File: src/rtl/bram_access_arbiter.sv
// bram_access_arbiter: round-robin sequencer sharing one single-port BRAM between a FIFO drain writer and a random-address reader.
module bram_access_arbiter #(
    parameter int DATA_WIDTH = 8,
    parameter int ADDR_WIDTH = 8
) (
    input  logic                  clk_mem,
    input  logic                  reset_n,
    input  logic                  clear,
    input  logic                  fifo_empty,
    output logic                  fifo_rd_en,
    input  logic [DATA_WIDTH-1:0] fifo_rd_data,
    input  logic                  rd_req,
    input  logic [ADDR_WIDTH-1:0] rd_addr,
    output logic                  rd_gnt,
    output logic [DATA_WIDTH-1:0] rd_data,
    output logic                  rd_valid,
    output logic                  bram_en,
    output logic                  bram_we,
    output logic [ADDR_WIDTH-1:0] bram_addr,
    output logic [DATA_WIDTH-1:0] bram_wdata,
    input  logic [DATA_WIDTH-1:0] bram_rdata,
    output logic [ADDR_WIDTH:0]   wr_count,
    output logic                  mem_full
);
    typedef enum logic [2:0] {IDLE, POP, WRITE, READ, RDATA} state_t;
    state_t                state_q, state_d;
    logic [ADDR_WIDTH-1:0] wr_addr_q, wr_addr_d, rd_addr_q, rd_addr_d;
    logic [ADDR_WIDTH:0]   wr_count_q, wr_count_d;
    logic                  prio_q, prio_d;
    logic [DATA_WIDTH-1:0] rd_data_q, rd_data_d;
    logic                  rd_valid_q, rd_valid_d;
    logic                  wr_req, pick_wr, pick_rd;
    // prio_q: 0 favours the writer, 1 favours the reader on a tie
    always_comb begin
        wr_req     = !fifo_empty && !wr_count_q[ADDR_WIDTH];
        pick_wr    = state_q == IDLE && !clear && wr_req && (!rd_req || !prio_q);
        pick_rd    = state_q == IDLE && !clear && rd_req && !pick_wr;
        state_d    = state_q;
        wr_addr_d  = wr_addr_q;
        wr_count_d = wr_count_q;
        rd_addr_d  = rd_addr_q;
        prio_d     = prio_q;
        rd_data_d  = rd_data_q;
        rd_valid_d = 1'b0;
        case (state_q)
            IDLE: begin
                if (clear) begin
                    wr_addr_d  = '0;
                    wr_count_d = '0;
                end else if (pick_wr) begin
                    state_d = POP;
                    prio_d  = 1'b1;
                end else if (pick_rd) begin
                    state_d   = READ;
                    rd_addr_d = rd_addr;
                    prio_d    = 1'b0;
                end
            end
            POP:   state_d = WRITE;
            WRITE: begin
                wr_addr_d  = wr_addr_q + 1'b1;
                wr_count_d = wr_count_q + 1'b1;
                state_d    = IDLE;
            end
            READ:  state_d = RDATA;
            RDATA: begin
                rd_data_d  = bram_rdata;
                rd_valid_d = 1'b1;
                state_d    = IDLE;
            end
            default: state_d = IDLE;
        endcase
    end
    always_ff @(posedge clk_mem or negedge reset_n) begin
        if (!reset_n) begin
            state_q    <= IDLE;
            wr_addr_q  <= '0;
            wr_count_q <= '0;
            rd_addr_q  <= '0;
            prio_q     <= 1'b0;
            rd_data_q  <= '0;
            rd_valid_q <= 1'b0;
        end else begin
            state_q    <= state_d;
            wr_addr_q  <= wr_addr_d;
            wr_count_q <= wr_count_d;
            rd_addr_q  <= rd_addr_d;
            prio_q     <= prio_d;
            rd_data_q  <= rd_data_d;
            rd_valid_q <= rd_valid_d;
        end
    end
    // rd_gnt is gated so it stays low while reset holds the FSM in IDLE
    assign rd_gnt     = pick_rd && reset_n;
    assign fifo_rd_en = state_q == POP;
    assign bram_en    = state_q == WRITE || state_q == READ;
    assign bram_we    = state_q == WRITE;
    assign bram_addr  = state_q == WRITE ? wr_addr_q : state_q == READ ? rd_addr_q : '0;
    assign bram_wdata = state_q == WRITE ? fifo_rd_data : '0;
    assign rd_data    = rd_data_q;
    assign rd_valid   = rd_valid_q;
    assign wr_count   = wr_count_q;
    assign mem_full   = wr_count_q[ADDR_WIDTH];
endmodule

File: config.mk
export PLATFORM = sky130hd
export DESIGN_NAME = bram_access_arbiter
export DESIGN_NICKNAME = d
export VERILOG_FILES = /design/src/rtl/bram_access_arbiter.sv
export SDC_FILE = /design/constraint.sdc
export NUM_CORES = 1
export LEC_CHECK = 0
export ABC_AREA = 1
export BUFFER_PORTS_ARGS = -buffer_cell sky130_fd_sc_hd__buf_4
export CORE_ASPECT_RATIO = 1.75
export CORE_MARGIN = 2
export CORE_UTILIZATION = 54
export DETAILED_ROUTE_END_ITERATION = 8
export GPL_ROUTABILITY_DRIVEN = 0
export GPL_TIMING_DRIVEN = 0
export HOLD_SLACK_MARGIN = 0.1
export PLACE_DENSITY_LB_ADDON = 0.08
export SLEW_MARGIN = 20
export SYNTH_ARGS = -nofsm -noshare
export SYNTH_HDL_FRONTEND = slang
export SYNTH_SLANG_ARGS = --single-unit
File: constraint.sdc
create_clock -name clk_mem -period 3.1 [get_ports clk_mem]
set_input_delay 0.31 -clock clk_mem [delete_from_list [all_inputs] [get_ports clk_mem]]
set_output_delay 0.31 -clock clk_mem [all_outputs]
set_load 0.1 [all_outputs]
== Word-level counts from Yosys, hierarchy flattened ==
Cells that the tools add are included.
W data, S select, Z words.

* Register bits: 38
* Input bits: 29
* Output and inout bits: 39
* Logic and storage cells: 54

* Add/subtract/negate cells: 2
* Equality and inequality tests: 7
* Mux-type cells: 14
* Bitwise gates (word level): 2
* Reduce and logical (&&, ||, !) cells: 22

{| class="wikitable"
|+ Operator list
! cell !! count
|-
| $mux W8 || 4
|-
| $pmux W9 S2 || 1
|-
| $pmux W8 S2 || 1
|-
| $add A9 B1 Y9 const B || 1
|-
| $mux W3 || 3
|-
| $mux W9 || 1
|-
| $pmux W3 S3 || 1
|-
| $add A8 B1 Y8 const B || 1
|-
| $logic_and A1 B1 Y1 || 7
|-
| $eq A3 B2 Y1 const B || 2
|-
| $logic_not A1 Y1 || 6
|-
| $ne A2 B2 Y1 const B || 2
|-
| $reduce_and A2 Y1 || 2
|-
| $reduce_and A4 Y1 || 1
|-
| $reduce_bool A2 Y1 || 2
|-
| $eq A3 B1 Y1 const B || 1
|-
| $eq A3 B3 Y1 const B || 1
|-
| $logic_not A3 Y1 || 1
|-
| $mux W1 || 3
|-
| $ne A3 B3 Y1 const B || 1
|-
| $reduce_and A3 Y1 || 1
|-
| $logic_or A1 B1 Y1 || 2
|-
| $not A1 Y1 || 2
|}

== Longest topological paths before layout ==
* Depth after elaboration: 10
* Gate-level depth with buffers: 8
* Depth with buffers taken out: 8

== Worst setup path before layout ==
No wires, ideal clock.

* Kind: reg2out
* Start point: register state_q[2]
* End point: output bram_addr[6]
* Arrival time: 3488 ps
* Data required time: 2790 ps
* Setup slack: -698 ps
* Cell stages (with the launch flop): 4
* Cell sequence: dfrtp_1 nor2_4 nand2_1 o21ai_0

* Word-level cells in the longest chain between the ends: 3
* Elaborated cells between the ends (all ways): 4
* Those cells by class: eq/ne: 2; mux: 2

{| class="wikitable"
|+ Ends and longest elaborated chain
! what !! RTL line !! source
|-
| start: declaration || 26 || <nowiki>state_t state_q, state_d;</nowiki>
|-
| start signal: assignment || 84 || <nowiki>state_q <= state_d;</nowiki>
|-
| $eq A3 B2 Y1 || 98 || <nowiki>assign bram_addr = state_q == WRITE ? wr_addr_q : state_q == READ ? rd_addr_q : '0;</nowiki>
|-
| $mux W8 || 98 ||
|-
| $mux W8 * || 98 ||
|-
| end: declaration || 19 || <nowiki>output logic [ADDR_WIDTH-1:0] bram_addr,</nowiki>
|}

Every way passes the cells marked *; elsewhere a longest branch is shown, timed or not.

== Final worst setup path ==
* Start point: register state_q[0]
* End point: output bram_addr[6]

Same word-level chain as after synthesis.

==> metrics.yaml <==
status: "finished, final reports clean"
post_layout_nonfiller_instances: 376
grt_pass1_vias: 1851
drive_gt1_share_pct: 33.6
viasPerCell: 4.96
drv_cap: 0
grt_max_degree: 40
final_antenna_net_count: 0
setup_viol: 0
rsz0062_at_grt: "false"
arrival_ns: 1.88
yosysTopAreaCell: "dfrtp_1"
dr.first_iter.drc_count: 56
fin_crit_sh_pct: 70.7
start_util_pct: 55.8
antenna_found_initial: 0
hold_viol: 0
layout_commonest_cell: "nand2_1"
max_slew_margin_pct: 67.4
syn_area_um2: 2030
ir_drop_uv: 868
hp-class: "in2reg"
synth.top_cell.area_share_pct: 46.9
placed_cells: 368
ys_types: 28
htree_levels: 2
worstPathMaxFanout: 10
die_h_um: 85.0
drcViolationCount: 0
cts_buffers: 5
clkSinkCount: 38
core_um2: 3630
cts_max_path_buffers: 2
postCtsSetupBuffers: 0
cts_tree: "yes"
worstSetupPathType: "reg2out"
layout_common_cells: "nand2_1, buf_4, inv_1, dfrtp_1, nor2_1"
cp-start-kind: "flip-flop"
finalNetCount: 361
insertion_delay_ns: 0.29
grt_pass1_wl_um: 7870
syn2layout_area_growth_pct: 33.7
globalRouteOverflowTotal: 0
drtPass1Iterations: 4
antennaDiodeCount: 0
period_needed_ns: 2.19
synth_nets: 286
dieArea_um2: 4280
ys_ff_latch: 38
portBuffers: 67
p_per_area_nw_per_um2: 1050
cts-resized-gates: 0
hpwl_um: 3640
seq_area_frac_synth_pct: 46.9
clk_pin_slew_ns: 0.07
clockRootBuffer: "clkbuf_8"
wl_per_cell_um: 12.2
grtUsageTotal_pct: 23.4
syn_inst: 255
ios: 68
n_fill_cell: 291
fmax_mhz: 456
vias: 1864
rows: 29
synth_area_leaders: "dfrtp_1, nand2_1, inv_1, nor2_1, nand3_1"
syn_avg_cell_area_um2: 7.94
drt_wl_total_um: 4590
ys_warn_count: 0
die_x_um: 50.3
setup_tns_ns: 0
finalClockSkew_ns: 0.00658
leakage_nw: 1.48
worst_ep_required_time_ns: 2.79
tightest_slew_ns: 0.488
setup.worst_path.end_class: "output pin"
drv_slew: 0
routing by layer:
| metal | track usage, % | part of all wire [%] | up-vias |
|---|---|---|---|
| met2 | 45.0 | 56 | 59 |
| li1 | - | - | 944 |
| met3 | 4.75 | 4.9 | 8 |
| met4 | 7.37 | 1.3 | 0 |
| met5 | 0 | 0 | - |
| met1 | 24.5 | 38 | 853 |
critical path: stages, from the launching register on:
cell,delay [ns]
dfrtp_1,0.46
nor3_4,0.45
buf_6,0.22
nand2_1,0.07
o21ai_1,0.07
buf_4,0.31
registers in the layout, indices dropped and copies added (netlist names):
signal and cells:
state_q 3, prio_q 1, rd_data 8, rd_addr_q 8, wr_count 9, rd_valid 1, wr_addr_q 8
report_power, final:
part	switching [W]	leakage, nW	internal, W
clock network	0.000160	0.0383	0.000155
registers	0.000104	0.491	0.000653
logic	0.00139	0.949	0.000398
path summary, 6_finish.rpt:
check | from | endpoint | slack (ns) | cells past startpoint
min in group asynchronous | reset_n | rd_data[2] | 0.55 | 2
max reg2reg | state_q[0] | wr_addr_q[7] | 1.72 | 4
max in group asynchronous | reset_n | wr_count[6] | 2.22 | 2
max | state_q[0] | bram_addr[6] | 0.91 | 5
min reg2reg | rd_data[2] | rd_data[2] | 0.48 | 2
min | bram_rdata[7] | rd_data[7] | 0.21 | 3
layout make-up:
cell class	instances	area [um2]	share of cell area (%)
clock buffers	7	76.3	2.82
flip-flops and latches	38	951	35.1
inverters	45	169	6.24
repair buffers	68	513	18.9
well taps	46	57.6	2.12
multi-input cells	167	896	33.1
plain buffers	5	46.3	1.71
stage by stage:
stage | total power, W | cell area (um2) | hold slack, ns | util [%] | worst slack, ns
after global placement | 0.00254 | 2620 | 0.308 | 72.3 | 1.27
after global routing | 0.00300 | 2710 | 0.212 | 74.7 | 0.809
after floorplan | 0.00218 | 2060 | 0.0144 | - | -0.130
after detailed placement | 0.00256 | 2620 | 0.314 | 72.3 | 1.23
after CTS | 0.00288 | 2710 | 0.209 | 74.7 | 0.905
final | 0.00286 | 2710 | 0.212 | 74.7 | 0.908
synthesized netlist by cell type:
master     n
nor3b_2    1
nand4_1    5
nand4_4    1
nand2_1   73
o21ai_1   10
inv_2      5
buf_6      3
inv_1     39
nand3_1   17
o21ai_2    8
nor3_4     1
nor2_2     1
nand2_4    2
nand2_2    5
or2_2      1
nor2_1    23
buf_4      1
buf_2      1
nor2_4     3
ha_1       2
o21bai_1   1
o22ai_1    7
xnor2_1    1
clkinv_1   1
dfrtp_1   38
a21oi_1    1
o21ai_0    3
nor3b_1    1
logic make-up (layout without fill, tap and decap cells):
kind of cell | count (synthesis) | count (layout) | synth area share [%]
simple gates | 134 | 134 | 31.3
buf+inv | 50 | 125 | 10.6
flops | 38 | 38 | 46.9
compound gates | 30 | 30 | 9.45
fa+ha+maj | 2 | 2 | 1.24
xor+xnor | 1 | 1 | 0.432
timing repair:
item,4_1_cts,5_1_grt
endpoints found under the setup margin,0,0
hold endpoints to repair,38,0
hold buffers,1,0
(Power assumes the default switching activity.)
